[src/rtl/mem_arbiter.sv]
// rtl/mem_arbiter.sv - single-port memory arbiter for fetch/data requesters (optional ARB_STARVE_GUARD_EN)
module mem_arbiter #(
    parameter int ADDR_W     = 32,
    parameter int DATA_W     = 32,
    parameter int MEM_LAT    = 2,
    parameter int STARVE_MAX = 4
) (
    input  logic              clk,
    input  logic              rst,
    input  logic              if_req,
    input  logic [ADDR_W-1:0] if_addr,
    output logic              if_ack,
    output logic [DATA_W-1:0] if_rdata,
    input  logic              dm_req,
    input  logic              dm_we,
    input  logic [ADDR_W-1:0] dm_addr,
    input  logic [DATA_W-1:0] dm_wdata,
    output logic              dm_ack,
    output logic [DATA_W-1:0] dm_rdata,
    output logic              mem_en,
    output logic              mem_we,
    output logic [ADDR_W-1:0] mem_addr,
    output logic [DATA_W-1:0] mem_wdata,
    input  logic [DATA_W-1:0] mem_rdata,
    output logic              busy
);

    localparam int CNT_W = $clog2(MEM_LAT + 1);

    typedef enum logic [1:0] {
        S_IDLE  = 2'd0,
        S_ISSUE = 2'd1,
        S_WAIT  = 2'd2,
        S_RESP  = 2'd3
    } state_t;

    state_t             state;
    state_t             state_nxt;
    logic [CNT_W-1:0]   lat_cnt;
    logic               owner_dm;
    logic               we_q;
    logic               req_any;
    logic               grant_dm;
    logic               capture;

    assign req_any = if_req | dm_req;

    // Read data arrives on the last WAIT cycle; writes never touch the rdata registers.
    assign capture = (state == S_WAIT) && (lat_cnt == CNT_W'(1)) && !we_q;

`ifdef ARB_STARVE_GUARD_EN
    localparam int STARVE_W = $clog2(STARVE_MAX + 1);

    logic [STARVE_W-1:0] starve_cnt;
    logic                starve_hit;

    assign starve_hit = (starve_cnt == STARVE_W'(STARVE_MAX));
    // Once fetch has waited through STARVE_MAX data grants it wins the next arbitration.
    assign grant_dm   = dm_req && !(if_req && starve_hit);

    // Count data grants made while fetch is waiting; any fetch grant or fetch-idle arbitration clears.
    always_ff @(posedge clk) begin
        if (rst) begin
            starve_cnt <= '0;
        end else if (state == S_IDLE && req_any) begin
            if (grant_dm && if_req) begin
                starve_cnt <= starve_cnt + STARVE_W'(1);
            end else begin
                starve_cnt <= '0;
            end
        end
    end
`else
    assign grant_dm = dm_req;
`endif

    // State register.
    always_ff @(posedge clk) begin
        if (rst) begin
            state <= S_IDLE;
        end else begin
            state <= state_nxt;
        end
    end

    // Next-state logic: one access walks IDLE -> ISSUE -> WAIT -> RESP -> IDLE.
    always_comb begin
        state_nxt = state;
        case (state)
            S_IDLE:  if (req_any) state_nxt = S_ISSUE;
            S_ISSUE: state_nxt = S_WAIT;
            S_WAIT:  if (lat_cnt == CNT_W'(1)) state_nxt = S_RESP;
            S_RESP:  state_nxt = S_IDLE;
            default: state_nxt = S_IDLE;
        endcase
    end

    // Latch the winner's operands at arbitration and run the latency counter.
    always_ff @(posedge clk) begin
        if (rst) begin
            mem_addr  <= '0;
            mem_wdata <= '0;
            we_q      <= 1'b0;
            owner_dm  <= 1'b0;
            lat_cnt   <= '0;
        end else begin
            case (state)
                S_IDLE: begin
                    if (req_any) begin
                        owner_dm <= grant_dm;
                        if (grant_dm) begin
                            mem_addr  <= dm_addr;
                            mem_wdata <= dm_wdata;
                            we_q      <= dm_we;
                        end else begin
                            mem_addr  <= if_addr;
                            we_q      <= 1'b0;
                        end
                    end
                end
                S_ISSUE: lat_cnt <= CNT_W'(MEM_LAT);
                S_WAIT:  lat_cnt <= lat_cnt - CNT_W'(1);
                default: ;
            endcase
        end
    end

    // Capture read data into the owning requester's register; held until its next read.
    always_ff @(posedge clk) begin
        if (rst) begin
            if_rdata <= '0;
            dm_rdata <= '0;
        end else if (capture) begin
            if (owner_dm) begin
                dm_rdata <= mem_rdata;
            end else begin
                if_rdata <= mem_rdata;
            end
        end
    end

    assign mem_en = (state == S_ISSUE);
    assign mem_we = we_q & mem_en;
    assign busy   = (state != S_IDLE);
    assign if_ack = (state == S_RESP) && !owner_dm;
    assign dm_ack = (state == S_RESP) && owner_dm;

endmodule

[config.mk]
export PLATFORM = sky130hd
export DESIGN_NAME = mem_arbiter
export DESIGN_NICKNAME = d
export VERILOG_FILES = /design/src/rtl/mem_arbiter.sv
export SDC_FILE = /design/constraint.sdc
export NUM_CORES = 1
export LEC_CHECK = 0
export ABC_CLOCK_PERIOD_IN_PS = 1600
export BUFFER_PORTS_ARGS = -buffer_cell sky130_fd_sc_hd__buf_4
export CORE_MARGIN = 4
export CORE_UTILIZATION = 41
export CTS_CLUSTER_DIAMETER = 40
export DETAILED_ROUTE_END_ITERATION = 10
export GPL_TIMING_DRIVEN = 1
export PLACE_DENSITY = 0.77
export SYNTH_ARGS = -nofsm -noshare
export SYNTH_HDL_FRONTEND = slang
export SYNTH_SLANG_ARGS = --single-unit
[constraint.sdc]
create_clock -name clk -period 1.6 [get_ports clk]
set_clock_uncertainty 0.2 [all_clocks]
set_input_delay 0.24 -clock clk [delete_from_list [all_inputs] [get_ports clk]]
set_output_delay 0.24 -clock clk [all_outputs]
set_load 0.01 [all_outputs]
Word-level counts from Yosys, hierarchy flattened
Cells that the tools add are included.

Register bits: 134. Output and inout port bits: 133. Input bits: 133. Logic and storage cells: 38.

Add/subtract/negate cells: 1. Eq/ne operators: 6. Bitwise gates (word level): 3. Reductions and logical operators: 14. Muxes and demuxes: 6.

Operators by type and width (number): $mux W32 (1); $pmux W2 S4 (1); $reduce_and A2 Y1 (4); $eq A2 B1 Y1 const B (2); $eq A2 B2 Y1 const B (2); $logic_and A1 B1 Y1 (4); $mux W2 (2); $pmux W2 S2 (1); $reduce_bool A2 Y1 (2); $reduce_and A3 Y1 (1); $logic_not A1 Y1 (2); $logic_not A2 Y1 (1); $ne A2 B1 Y1 const B (1); $ne A2 B2 Y1 const B (1); $sub A2 B1 Y2 const B (1); $and A1 B1 Y1 (1); $mux W1 (1); $not A1 Y1 (1); $or A1 B1 Y1 (1).

Depth between registers and ports, before layout
Depth after elaboration: 4. Gate-level depth with buffers: 7. Depth with buffers taken out: 5.

Worst setup path before layout
OpenSTA, ideal clock, no wires.

Path type: flip-flop to flip-flop. Start: register state[0]. End: register state[0]. Data arrival time: 1315 ps. Cell stages (with the launch flop): 6. Data required time: 1285 ps. Buffers on the path: 0. Library setup time: 115 ps. Path slack: -29 ps. Path through: dfxtp_1 inv_1 ha_1 or3b_1 a21boi_1 o21a_1.

Word-level cells in the longest chain between the ends: 3. Elaborated cells between the ends (all ways): 8.

RTL lines: from (decl) (line 37) `state_t state;`; from (signal assigned) (line 82) `state <= state_nxt;`; $eq A2 B2 Y1 or $logic_not A2 Y1 (tied branches) (line 89) `case (state)`; $ne A2 B1 Y1 (no line) or $ne A2 B2 Y1 (tied branches); $reduce_and A2 Y1 (no line).

Several ways; a longest one is shown, not always the timed one. A chain may end at the register's enable or synchronous reset.

Final worst setup path
Start: register state[1]. End: output mem_we.

Word-level cells in the longest chain between the ends: 2.

RTL lines: $eq A2 B1 Y1 (line 142) `assign mem_en = (state == S_ISSUE);`; $and A1 B1 Y1 (line 143) `assign mem_we = we_q & mem_en;`; to (decl) (line 21) `output logic mem_we,`.

Every way passes these cells.

==> results.tsv <==
metric	value	unit
H-tree depth	4	
TNS Setup	-1.71	ns
via count	5965	
clk slew on worst S/H paths	0.05	ns
Clk Latency, worst-skew pair	0.42	ns
failing checks	negative setup slack	
Required @ worst endpoint	1.16	ns
maximum vdd drop	927	uV
Post-DRT Antenna Nets	0	
dpl cells	1015	
Cells after Synth	607	
syn nets	747	
vias in the first global route	6023	
largest net degree at the start of global routing	55	
Tcrit/Tclk final	111	%
post-synth design cell area	5110	um^2
cell with the most instances after synthesis	nand2_1	
core region area	12100	um^2
I/O Pins	266	
maxcap violations	0	
Routed Wire Length	20700	um
register area share after synthesis	52.5	%
Fin. Hold Viols	0	
Setup-failing EPs final	29	
Netlist cell types	27	
critical path fanouts, max	3	
GP Congestion	0.781	
Pwr Density	1310	nW/um^2
DRC violations left	0	
GRT overflow	0	
synth warn	0	
antenna diode count	0	
Async SR Flop Fraction	0	%
port bufs	265	
DIE AREA	14300	um^2
Setup WS post-layout	-0.183	ns
# fillers	770	
1st-pass router iterations	5	
clock tree buffer depth	2	
hold crit path type	primary input to flip-flop	
DP Wirelength	11100	um
status	finished, violations left	
Avg Inst Size Synth	8.42	um^2
initial core utilization	42.2	%
CTS tree	done	
Pleak	4.11	nW
top-area cell type share of the netlist area	52.5	%
Via density	5.12	
Tmin final	1.78	ns
initial DRC count	414	
CTS Sinks	134	
final cell count without fillers	1165	
Synth Flop Type	dfxtp_1	
area grow syn2layout	84.3	%
antenna violations before repair	0	
number of enable flip-flop cells after synthesis	0	
Max Freq	0.561	GHz
routed length per instance	17.8	um
layout cell share with drive strength beyond 1	36.6	%
largest cells by area after synthesis	dfxtp_1, nand2_1, a21oi_1, mux2i_1, a211oi_1	
WS Path Type	flip-flop to output pin	
CP startpoint kind	flip-flop	
# nets final	1124	
Synth area leader	dfxtp_1	
Hold Slack	0.0108	ns
R2R Setup Slk	-0.12	ns
die height	120	um
GRT Total Usage	27.1	%
root buffer cell	clkbuf_16	
Least-Margin Pin Slew	0.376	ns
Worst Path Arrival	1.34	ns
top cells by count, synth	nand2_1, dfxtp_1, a21oi_1	
crit end category	output pin	
DIE WIDTH	120	um
max_slew headroom	74.7	%
row cnt	40	
first-pass GRT wire length	30800	um
FF+latch count, synth	134	
Slew Limit Fails	0	
RSZ-0062 raised after global routing	true	
total CTS buffers	17	
-- timing repair --
item                                    in CTS  in global routing
endpoints found under the setup margin      31                133
hold buffers                               113                  0
buffers inserted                             2                  2
pin swaps                                    0                  2
hold endpoints to repair                   122                  0
cloned                                       0                  3
gates resized for setup                     17                 34
-- cell families after synthesis --
| group | Yosys count | synth area share [%] |
|---|---|---|
| buffers and inverters | 53 | 5.22 |
| muxes | 33 | 6.46 |
| DFF | 134 | 52.5 |
| AOI/OAI and AO/OA | 137 | 15.2 |
| and+or+nand+nor | 243 | 18.9 |
| adders and majority gates | 7 | 1.71 |
-- worst paths after layout --
check                                  start           end  cells after the start
worst max-delay path                state[1]        mem_we                      5
worst min-delay path             if_addr[23]  mem_addr[23]                      3
worst max register to register      state[0]      state[0]                      5
worst min register to register  if_rdata[11]  if_rdata[11]                      2
-- worst max-delay path, stage by stage (launching register included) --
cell and delay [ns]:
dfxtp_2 0.35, inv_2 0.05, buf_6 0.11, ha_4 0.15, and2_4 0.15, buf_6 0.12
-- cell type report --
cell class	count	area, um^2	share of cell area (%)
timing repair buffer	406	3520	37.4
tap	168	210	2.23
clock buffer	23	488	5.18
sequential	134	2690	28.5
multi-input combinational	420	2320	24.7
inverter	5	18.8	0.199
clock inverter	9	170	1.81
-- per-stage QoR --
| stage | setup WS [ns] | util [%] | area, um^2 | power (mW) |
|---|---|---|---|---|
| 6_report | -0.183 | 77.8 | 9420 | 12.4 |
| 3_5_place_dp | -0.0592 | 60.8 | 7360 | 7.32 |
| 3_3_place_gp | 0.000838 | 60.8 | 7360 | 7.26 |
| 4_1_cts | -0.182 | 76.2 | 9230 | 12.0 |
| 5_1_grt | -0.225 | 77.8 | 9420 | 12.9 |
| 2_1_floorplan | -0.000194 | - | 5110 | 5.76 |
-- power breakdown --
group	internal, mW	switching (mW)
logic	1.93	1.98
clock network	2.92	1.41
registers	3.82	0.314
-- registers in the layout, indices dropped and copies added, names as in the netlist --
signal     flops
mem_wdata     32
state          2
mem_addr      32
lat_cnt        2
owner_dm       1
if_rdata      32
we_q           1
dm_rdata      32
-- cells in the final DEF, fill, tap and decap left out, types with 5 or more instances in the layout --
master         instances
nand2_1              193
buf_4                275
a211oi_2               5
dfxtp_1              132
nor2_1                36
mux2i_1               32
a211oi_1              27
buf_6                  6
a21oi_1               81
clkbuf_16             19
bufinv_16              5
dlygate4sd3_1        111
buf_12                10
a21oi_2               18
-- per-layer routing --
metal / vias to the layer above / track usage, % / wire length (um)
li1: 2774 / - / -
met1: 2750 / 29.1 / 7480
met2: 349 / 46.5 / 10200
met3: 92 / 7.82 / 1730
met4: 0 / 17.9 / 1310
met5: - / 0 / 0
Note: power is estimated with default switching activity, not from simulation.
